`src/rtl/uart_rx_frame.sv`:
```
// UART receiver: oversampled, 3-sample mid-bit majority vote, 5..9 data bits,
// optional odd/even parity, 1 or 2 stop bits, with parity/framing/break reporting.
module uart_rx_frame #(
  parameter int CLK_HZ     = 12_000_000,
  parameter int BIT_RATE   = 9600,
  parameter int OVERSAMPLE = 16,
  parameter int DATA_BITS  = 8,
  parameter int PARITY     = 0,
  parameter int STOP_BITS  = 1
) (
  input  logic                 CLK,
  input  logic                 RST,
  input  logic                 RX,
  output logic                 VALID,
  output logic [DATA_BITS-1:0] DATA,
  output logic                 PARITY_ERR,
  output logic                 FRAME_ERR,
  output logic                 BREAK,
  output logic                 BUSY
);

  localparam int DIV = CLK_HZ / (BIT_RATE * OVERSAMPLE);
  localparam int DW  = (DIV > 1) ? $clog2(DIV) : 1;
  localparam int SW  = $clog2(OVERSAMPLE);
  localparam int H   = OVERSAMPLE / 2;

  generate
    if (DIV < 1) begin : g_bad_div
      $error("uart_rx_frame: CLK_HZ/(BIT_RATE*OVERSAMPLE) must be >= 1");
    end
    if ((OVERSAMPLE % 2) != 0 || OVERSAMPLE < 4) begin : g_bad_os
      $error("uart_rx_frame: OVERSAMPLE must be even and >= 4");
    end
    if (DATA_BITS < 5 || DATA_BITS > 9) begin : g_bad_db
      $error("uart_rx_frame: DATA_BITS must be 5..9");
    end
    if (PARITY < 0 || PARITY > 2) begin : g_bad_par
      $error("uart_rx_frame: PARITY must be 0, 1 or 2");
    end
    if (STOP_BITS != 1 && STOP_BITS != 2) begin : g_bad_stop
      $error("uart_rx_frame: STOP_BITS must be 1 or 2");
    end
  endgenerate

  typedef enum logic [2:0] {IDLE, START, DATA_ST, PAR_ST, STOP_ST, WAIT_IDLE} state_t;

  state_t               state;
  logic                 rx_meta, rxs;
  logic [DW-1:0]        div_cnt;
  logic [SW-1:0]        s;
  logic [3:0]           bit_idx;
  logic                 smp_a, smp_b;
  logic [DATA_BITS-1:0] shreg;
  logic                 par_bit, stop_err, stop_one, fin;
  logic                 tick, decide, bit_end, bitval;

  assign tick    = (div_cnt == DW'(DIV - 1));
  assign decide  = tick && (s == SW'(H + 1));
  assign bit_end = tick && (s == SW'(OVERSAMPLE - 1));
  assign bitval  = (smp_a & smp_b) | (smp_a & rxs) | (smp_b & rxs);
  assign BUSY    = (state != IDLE);

  always_ff @(posedge CLK) begin
    if (RST) begin
      rx_meta <= 1'b1;
      rxs     <= 1'b1;
    end else begin
      rx_meta <= RX;
      rxs     <= rx_meta;
    end
  end

  always_ff @(posedge CLK) begin
    if (RST) begin
      state      <= IDLE;
      div_cnt    <= '0;
      s          <= '0;
      bit_idx    <= '0;
      smp_a      <= 1'b1;
      smp_b      <= 1'b1;
      par_bit    <= 1'b0;
      stop_err   <= 1'b0;
      stop_one   <= 1'b0;
      fin        <= 1'b0;
      VALID      <= 1'b0;
      DATA       <= '0;
      PARITY_ERR <= 1'b0;
      FRAME_ERR  <= 1'b0;
      BREAK      <= 1'b0;
    end else begin
      VALID <= 1'b0;
      // Timing restarts from zero at every start edge, so it is held clear between frames.
      if (state == IDLE || state == WAIT_IDLE) begin
        div_cnt <= '0;
        s       <= '0;
      end else if (tick) begin
        div_cnt <= '0;
        s       <= (s == SW'(OVERSAMPLE - 1)) ? '0 : s + SW'(1);
      end else begin
        div_cnt <= div_cnt + DW'(1);
      end
      if (tick && s == SW'(H - 1)) smp_a <= rxs;
      if (tick && s == SW'(H))     smp_b <= rxs;

      case (state)
        IDLE: begin
          bit_idx  <= '0;
          fin      <= 1'b0;
          stop_err <= 1'b0;
          stop_one <= 1'b0;
          if (!rxs) state <= START;
        end
        START: begin
          if (decide && bitval) state <= IDLE;
          else if (bit_end)     state <= DATA_ST;
        end
        DATA_ST: begin
          if (decide) shreg <= {bitval, shreg[DATA_BITS-1:1]};
          if (bit_end) begin
            if (bit_idx == 4'(DATA_BITS - 1)) begin
              bit_idx <= '0;
              state   <= (PARITY != 0) ? PAR_ST : STOP_ST;
            end else begin
              bit_idx <= bit_idx + 4'd1;
            end
          end
        end
        PAR_ST: begin
          if (decide)  par_bit <= bitval;
          if (bit_end) state   <= STOP_ST;
        end
        STOP_ST: begin
          // The frame completes at the last stop-bit decision; fin marks the VALID cycle.
          if (fin) begin
            fin   <= 1'b0;
            state <= FRAME_ERR ? WAIT_IDLE : IDLE;
          end else begin
            if (decide) begin
              stop_err <= stop_err | ~bitval;
              stop_one <= stop_one | bitval;
              if (bit_idx == 4'(STOP_BITS - 1)) begin
                fin        <= 1'b1;
                VALID      <= 1'b1;
                DATA       <= shreg;
                PARITY_ERR <= (PARITY != 0) && ((^shreg ^ par_bit) != (PARITY == 1));
                FRAME_ERR  <= stop_err | ~bitval;
                BREAK      <= (shreg == '0) && !((PARITY != 0) && par_bit) && !(stop_one | bitval);
              end
            end
            if (bit_end && bit_idx != 4'(STOP_BITS - 1)) bit_idx <= bit_idx + 4'd1;
          end
        end
        WAIT_IDLE: if (rxs) state <= IDLE;
        default:   state <= IDLE;
      endcase
    end
  end

endmodule

```
`config.mk`:
```
export PLATFORM = sky130hd
export DESIGN_NAME = uart_rx_frame
export DESIGN_NICKNAME = d
export VERILOG_FILES = /design/src/rtl/uart_rx_frame.sv
export SDC_FILE = /design/constraint.sdc
export NUM_CORES = 1
export LEC_CHECK = 0
export CORE_MARGIN = 2
export CORE_UTILIZATION = 56
export DETAILED_ROUTE_END_ITERATION = 16
export PLACE_DENSITY = 0.77
export SETUP_SLACK_MARGIN = 0.05
export SYNTH_ARGS = -nofsm -noshare
export SYNTH_HDL_FRONTEND = slang
export SYNTH_SLANG_ARGS = --single-unit
```
`constraint.sdc`:
```
create_clock -name CLK -period 4.1 [get_ports CLK]
set_clock_uncertainty 0.1 [all_clocks]
set_input_delay 0.615 -clock CLK [delete_from_list [all_inputs] [get_ports CLK]]
set_output_delay 0.615 -clock CLK [all_outputs]
set_load 0.03 [all_outputs]
```
**After elaboration in Yosys (flattened, before gate mapping)**

Cells that the tools add are included.

- Register bits: 44
- Logic and storage cells: 101
- Output and inout port bits: 13
- Bits of input ports: 3

- Bitwise logic cells: 11
- Eq/ne operators: 21
- Multiplexer cells: 26
- $add $sub $neg: 3
- Reductions and logical operators: 24

Operators with widths:

| cell | number |
|---|---|
| $mux 3 | 9 |
| $mux 4 | 5 |
| $ne 2x2->1 const B | 9 |
| $pmux 3 s6 | 1 |
| $eq 4x4->1 const B | 3 |
| $pmux 4 s3 | 1 |
| $add 4x1->4 const B | 2 |
| $eq 4x3->1 const B | 2 |
| $logic_not 8->1 | 1 |
| $reduce_and 4->1 | 2 |
| $add 7x1->7 const B | 1 |
| $eq 7x7->1 const B | 1 |
| $logic_and 1x1->1 | 7 |
| $mux 1 | 7 |
| $reduce_and 7->1 | 1 |
| $eq 3x2->1 const B | 2 |
| $eq 3x3->1 const B | 2 |
| $pmux 1 s2 | 3 |
| $reduce_and 3->1 | 2 |
| $reduce_bool 3->1 | 2 |
| $logic_not 4->1 | 1 |
| $not 1->1 | 4 |
| $or 1x1->1 | 4 |
| $reduce_bool 4->1 | 1 |
| other kinds (9) | 12 |

**Longest topological paths before layout**

Gate-level depths: netlist of run 1.

- Word-level depth: 8
- Gate-level depth with buffers: 7
- Gate-level depth less buffers: 6

**Least setup slack after synthesis of run 1**

OpenSTA, ideal clock, no wires.

- Path type: flip-flop to flip-flop
- Start: register div_cnt[0]
- End: register shreg[0] (enable)
- Period minus slack after synthesis: 2,305 ps
- Path buffers: 0
- Cell stages (with the launch flop): 5
- Setup slack: 1,795 ps
- Data arrival time: 1,810 ps
- Cells stage by stage: dfxtp_1 ha_1 and4bb_2 nand3_2 nor4_1

- Word-level cells in the longest chain between the ends: 3

RTL lines:

| item | line | RTL |
|---|---|---|
| start: declaration | 49 | `logic [DW-1:0] div_cnt;` |
| start signal: assignment | 100 | `div_cnt <= div_cnt + DW'(1);` |
| $eq 7x7->1 | 57 | `assign tick = (div_cnt == DW'(DIV - 1));` |
| $logic_and 1x1->1 | 58 | `assign decide = tick && (s == SW'(H + 1));` |
| $reduce_and 3->1 (no source line) | n/a |  |
| end signal: assignment | 118 | `if (decide) shreg <= {bitval, shreg[DATA_BITS-1:1]};` |
| end: declaration | 53 | `logic [DATA_BITS-1:0] shreg;` |

No other way between the ends.
A chain may end at the register's enable or synchronous reset.

**Final worst setup path of run 1**

- Start: register state[0]
- End: output BUSY

- Word-level cells in the longest chain between the ends: 1

RTL lines:

| item | line | RTL |
|---|---|---|
| start: declaration | 47 | `state_t state;` |
| start signal: assignment | 122 | `state <= (PARITY != 0) ? PAR_ST : STOP_ST;` |
| start signal: assignment | 136 | `state <= FRAME_ERR ? WAIT_IDLE : IDLE;` |
| $reduce_bool 3->1 | 61 | `assign BUSY = (state != IDLE);` |
| end: declaration | 19 | `output logic BUSY` |

No other way between the ends.

==> impl_metrics.json, run 1 <==
{
  "grt-busiest-layer": "met2",
  "root_buffer": "clkbuf_4",
  "placed_area_um2": 2210,
  "crit_chain": "nor3_1 > inv_1 > clkdlybuf4s50_1",
  "fin_ws_ns": 1.41,
  "use_met3": 0.0608,
  "synthMuxAreaShare": 0.0544,
  "place.port_buffers": 14,
  "fmax_mhz": 371,
  "clk_pin_slew_ns": 0.13,
  "ctsHtreeMaxLevel": 2,
  "start_util": 0.599,
  "routedWlPerCell_um": 14.7,
  "grt_pass1_vias": 1457,
  "critPathArrivalTime_ns": 1.98,
  "syn_area_per_cell_um2": 9.79,
  "status": "complete, no violations",
  "dp_worst_setup_slack_ns": 1.55,
  "synth-simple-area-share": 0.223,
  "worstPathRequired_ns": 3.38,
  "met2_usage": 0.344,
  "ff_latch_area_um2": 961,
  "finalPower_w": 0.000758,
  "postRouteAntennaNets": 0,
  "synth_compound_area_frac": 0.122,
  "slew_violations": 0,
  "wl_mm": 3.97,
  "min_period_ns": 2.69,
  "synth_top_family_by_area": "simple AND/OR/NAND/NOR gates",
  "die_h_um": 64.5,
  "fin_tns_setup_ns": 0,
  "cp_slowest_stage_delay_ns": 0.60,
  "vdd_drop_max_uv": 207,
  "startpoint_type": "flip-flop",
  "multi_input_area_um2": 988,
  "finalCritPeriodShare": 0.657,
  "vias": 1568,
  "rows": 21,
  "seqPwrFrac": 0.584,
  "synthAdderAreaFrac": 0.0477,
  "fill_cells": 280,
  "power_frac_comb": 0.038,
  "drcViolationCount": 0,
  "worst-setup-path-type": "reg2out",
  "vias_per_cell": 5.81,
  "cp_slowest_cell": "clkdlybuf4s50_1",
  "antenna_cells": 0,
  "met1_usage": 0.280,
  "grt_max_degree": 26,
  "synth_fp_nets": 219,
  "syn_to_final_growth_pct": 12.2,
  "ys_seq_elements": 44,
  "synth-seq-area-share": 0.469,
  "die_w_um": 64.5,
  "synth.distinct_cells": 55,
  "grt_pass1_wl_mm": 6.81,
  "cts_inserted_buffers": 5,
  "synth_xor_area_frac": 0.0342,
  "gp_congestion": 0.848,
  "clkLatencyLatePin_ns": 0.37,
  "post-route-util": 0.673,
  "final_cell_mix": "dfxtp_1, nand2_1, nor2_1, clkdlybuf4s50_1, inv_1",
  "cp_num_buf_inv": 2,
  "io-pin-count": 16,
  "yosysWarnings": 0,
  "cts.sinks": 44,
  "cp-end-kind": "output port",
  "switchingPower_w": 0.000162,
  "antenna_found_initial": 0,
  "slew_headroom": 0.306,
  "final_common_cell": "dfxtp_1",
  "cp_top_family": "buffers and inverters",
  "syn_area_um2": 2050,
  "drt_first_pass_iters": 4,
  "p_int_w": 0.000596,
  "hold_path_class": "reg2reg",
  "tightest_slew_ns": 1.04,
  "synth_edf_count": 8,
  "drt-initial-drc-count": 122,
  "cts_hold_buf": 0,
  "ys_dominant_reg_cell": "dfxtp_1",
  "fin_nets": 233,
  "max-cap-violations": 0,
  "track_usage": 0.213,
  "syn_inst": 209,
  "drive_gt1_frac": 0.0759,
  "power_frac_clock": 0.378,
  "design_area_um2": 2300,
  "setup_viol": 0,
  "clk_path_buf_depth": 2,
  "final-hold-violation-count": 0,
  "cts.repair.resized": 0,
  "cts_setup_buffers": 0,
  "async_reset_ff_frac": 0,
  "rsz0062_at_grt": "false",
  "dieArea_um2": 4160,
  "cts_tree": "built",
  "hpwl_mm": 2.91,
  "p_sw_frac": 0.214,
  "powerDensity_nw_per_um2": 330,
  "coreArea_um2": 3420,
  "crit_fanout": 13,
  "total_leakage_power_nw": 0.834,
  "overflow": 0
}
## area by class of cell
class                   count  area share
clock buffers               6      0.0223
clock inverters             2      0.0169
inverters                  12      0.0196
multi-input cells         144       0.430
flip-flops and latches     44       0.418
well taps                  46      0.0251
repair buffers             16      0.0675
## path summary, 6_finish.rpt
path	from	endpoint	slack, ns	depth (start not counted)
max	state[0]	BUSY	1.41	3
min	rx_meta	rxs	0.33	1
max reg2reg	bit_idx[0]	FRAME_ERR	1.59	6
min reg2reg	rx_meta	rxs	0.33	1
## metal layers
metal / share of wire / wire length, um
met5: 0 / 0
met4: 0.019 / 77
met3: 0.050 / 197
met2: 0.48 / 1900
met1: 0.45 / 1790
## sequential cells by signal, indices dropped and copies added, names as in the netlist, 3 cells and up
register	count
s	4
bit_idx	4
DATA	8
state	3
div_cnt	7
shreg	8
## kinds of logic (layout without fill, tap and decap cells)
family / after synthesis / after routing
other: 1 / 1
AND/OR/NAND/NOR: 84 / 84
buffers and inverters: 21 / 36
multiplexers: 11 / 11
adder cells (fa/ha/maj): 8 / 8
flip-flops: 44 / 44
XOR/XNOR: 8 / 8
AO/OA/AOI/OAI: 32 / 32
## cell usage after synthesis (2+ instances only)
cell	n	area, um^2
clkbuf_1	3	11.3
a211o_1	2	17.5
nand3_1	5	25.0
buf_2	3	15.0
nor2_1	14	52.6
a31oi_1	2	12.5
mux2i_1	10	100
and4b_1	2	20.0
o21ai_0	4	20.0
and2_1	3	18.8
inv_1	11	41.3
a21oi_1	5	25.0
nand2b_1	3	18.8
nand4_1	2	12.5
o21a_1	5	37.5
dfxtp_1	36	721
nor3_1	5	25.0
a41oi_1	2	17.5
edfxtp_1	8	240
and3b_1	2	17.5
ha_1	7	87.6
xor2_1	5	43.8
nor2b_1	3	18.8
xnor2_1	3	26.3
nand2_1	26	97.6
nor4_1	5	31.3
or2_2	2	12.5
and3_1	2	12.5
o211ai_1	2	15.0
buf_4	2	15.0
## per-stage QoR
| step | hold slack (ns) | cells |
|---|---|---|
| floorplan | 0.289 | 209 |
| global placement | 0.296 | 262 |
| detailed placement | 0.303 | 262 |
| CTS | 0.334 | 270 |
| global route | 0.354 | 270 |
| finish | 0.329 | 270 |
## power groups by stage
stage / combinational [W] / sequential, W / clock (W)
detailed placement: 0.0000282 / 0.000453 / 0
global route: 0.0000312 / 0.000444 / 0.000310
floorplan: 0.0000221 / 0.000451 / 0
global placement: 0.0000271 / 0.000452 / 0
finish: 0.0000286 / 0.000443 / 0.000287
CTS: 0.0000282 / 0.000443 / 0.000292
## worst reg2reg max path, stage by stage, from the launching register on
cell	delay [ns]
dfxtp_1	0.36
inv_1	0.10
ha_1	0.14
nor4bb_1	0.40
nand2_1	0.14
nor3_2	0.80
mux2_1	0.38
Power figures use the tool's default switching activity.
==> inputs of run 2 (changes only) <==
--- a/config.mk
+++ b/config.mk
@@ -6,9 +6,9 @@
 export NUM_CORES = 1
 export LEC_CHECK = 0
 export CORE_MARGIN = 2
-export CORE_UTILIZATION = 56
+export CORE_UTILIZATION = 51
 export DETAILED_ROUTE_END_ITERATION = 16
-export PLACE_DENSITY = 0.77
+export PLACE_DENSITY = 0.74
 export SETUP_SLACK_MARGIN = 0.05
 export SYNTH_ARGS = -nofsm -noshare
 export SYNTH_HDL_FRONTEND = slang
==> constraint.sdc (replaced) <==
create_clock -name CLK -period 2.23 [get_ports CLK]
set_clock_uncertainty 0.1 [all_clocks]
set_input_delay 0.3345 -clock CLK [delete_from_list [all_inputs] [get_ports CLK]]
set_output_delay 0.3345 -clock CLK [all_outputs]
set_load 0.03 [all_outputs]
==> impl_metrics.json, run 2 (synthesis gave the netlist of run 1 again) <==
{
  "clk_path_buf_depth": 2,
  "wl_mm": 3.77,
  "dieArea_um2": 4540,
  "reg2reg_from": "div_cnt[0]",
  "max-cap-violations": 0,
  "antenna_found_initial": 0,
  "coreArea_um2": 3940,
  "routedWlPerCell_um": 13.5,
  "clk_pin_slew_ns": 0.08,
  "fin_ws_ns": 0.151,
  "start_util": 0.519,
  "grt_pass1_wl_mm": 6.33,
  "track_usage": 0.184,
  "finalCritPeriodShare": 0.932,
  "min_period_ns": 2.08,
  "min_from": "rx_meta",
  "drive_gt1_frac": 0.105,
  "powerDensity_nw_per_um2": 629,
  "grt_max_degree": 26,
  "overflow": 0,
  "ff_latch_area_um2": 961,
  "slew_violations": 0,
  "rr_endpoint": "shreg[7]",
  "r2r_slack_ns": 0.31,
  "worstPathRequired_ns": 1.80,
  "multi_input_area_um2": 1000,
  "cp-end-kind": "output port",
  "hold_path_class": "reg2reg",
  "cts_setup_buffers": 0,
  "r2r_cells": 5,
  "die_w_um": 67.4,
  "rsz0062_at_grt": "false",
  "dp_worst_setup_slack_ns": 0.316,
  "syn_to_final_growth_pct": 16.1,
  "total_leakage_power_nw": 0.872,
  "tightest_slew_ns": 0.656,
  "die_h_um": 67.4,
  "fin_nets": 238,
  "cts.sinks": 44,
  "fill_cells": 345,
  "whs_endpoint": "rxs",
  "setup_viol": 0,
  "grt_pass1_vias": 1340,
  "hold_depth": 1,
  "final_cell_mix": "dfxtp_1, nand2_1, nor2_1, clkdlybuf4s50_1, inv_1",
  "slew_headroom": 0.558,
  "cts_tree": "built",
  "ctsHtreeMaxLevel": 2,
  "root_buffer": "clkbuf_8",
  "gp_congestion": 0.803,
  "fin_tns_setup_ns": 0,
  "vias_per_cell": 5.49,
  "critPathArrivalTime_ns": 1.64,
  "drt_first_pass_iters": 4,
  "hpwl_mm": 2.72,
  "worst-setup-path-type": "reg2out",
  "reg_top3": "DATA x8, shreg x8, div_cnt x7",
  "antenna_cells": 0,
  "clkLatencyLatePin_ns": 0.30,
  "vdd_drop_max_uv": 414,
  "status": "complete, no violations",
  "crit_fanout": 7,
  "drcViolationCount": 0,
  "drt-initial-drc-count": 63,
  "final_common_cell": "dfxtp_1",
  "io-pin-count": 16,
  "vias": 1532,
  "startpoint_type": "flip-flop",
  "cts_inserted_buffers": 5,
  "rows": 23,
  "fmax_mhz": 481,
  "place.port_buffers": 14,
  "postRouteAntennaNets": 0,
  "final-hold-violation-count": 0
}
-- run 2: changes by cell type in the layout (fill, tap and decap cells not counted), sizes merged --
cell	change
buf	+5
clkinv	+1
clkbuf	-1
-- run 2: critical path, stage by stage (launching register included) --
cell and delay [ns]:
dfxtp_1 0.39, nor3_2 0.31, inv_1 0.07, clkdlybuf4s50_1 0.59
-- run 2: timing repair --
item                       4_1_cts  5_1_grt
setup endpoints to repair        0        1
resized for setup                0        1
hold endpoints to repair         0        0
hold buffers                     0        0
-- run 2: worst max path at each step --
stage | from | end | slack [ns] | cells past startpoint
after global routing | state[0] | BUSY | 0.07 | 3
final | state[0] | BUSY | 0.15 | 3
after CTS | state[0] | BUSY | 0.06 | 3
after detailed placement | div_cnt[0] | shreg[5] | 0.32 | 5
after global placement | div_cnt[0] | shreg[2] | 0.31 | 5
after floorplan | div_cnt[0] | shreg[0] | 0.24 | 4
-- run 2: report_power, final --
group | internal (W) | switching [W] | total (W)
Combinational | 0.0000216 | 0.0000348 | 0.0000564
Sequential | 0.000808 | 0.00000371 | 0.000812
Clock | 0.000338 | 0.000289 | 0.000627
Total | 0.00117 | 0.000327 | 0.00149
-- run 2: layer usage --
layer,vias up,GRT usage,share of wire
met2,24,0.280,0.45
met1,725,0.257,0.51
met3,2,0.0550,0.033
met4,0,0.0459,0.0037
met5,-,0,0
li1,781,-,-
-- run 2: final cells by class --
| cell class | instances | share of cell area |
|---|---|---|
| well taps | 50 | 0.0263 |
| inverters | 12 | 0.0189 |
| repair buffers | 21 | 0.0811 |
| flip-flops and latches | 44 | 0.404 |
| clock buffers | 5 | 0.0289 |
| clock inverters | 3 | 0.0200 |
| multi-input cells | 144 | 0.421 |
-- run 2: through the flow --
stage	utilization	std cells	area [um^2]	power (W)	hold slack, ns
detailed placement	0.572	271	2260	0.000886	0.298
global placement	0.572	271	2260	0.000886	0.293
global route	0.603	279	2380	0.00155	0.350
finish	0.603	279	2380	0.00149	0.314
CTS	0.602	279	2370	0.00150	0.317
floorplan	-	209	2050	0.000869	0.289
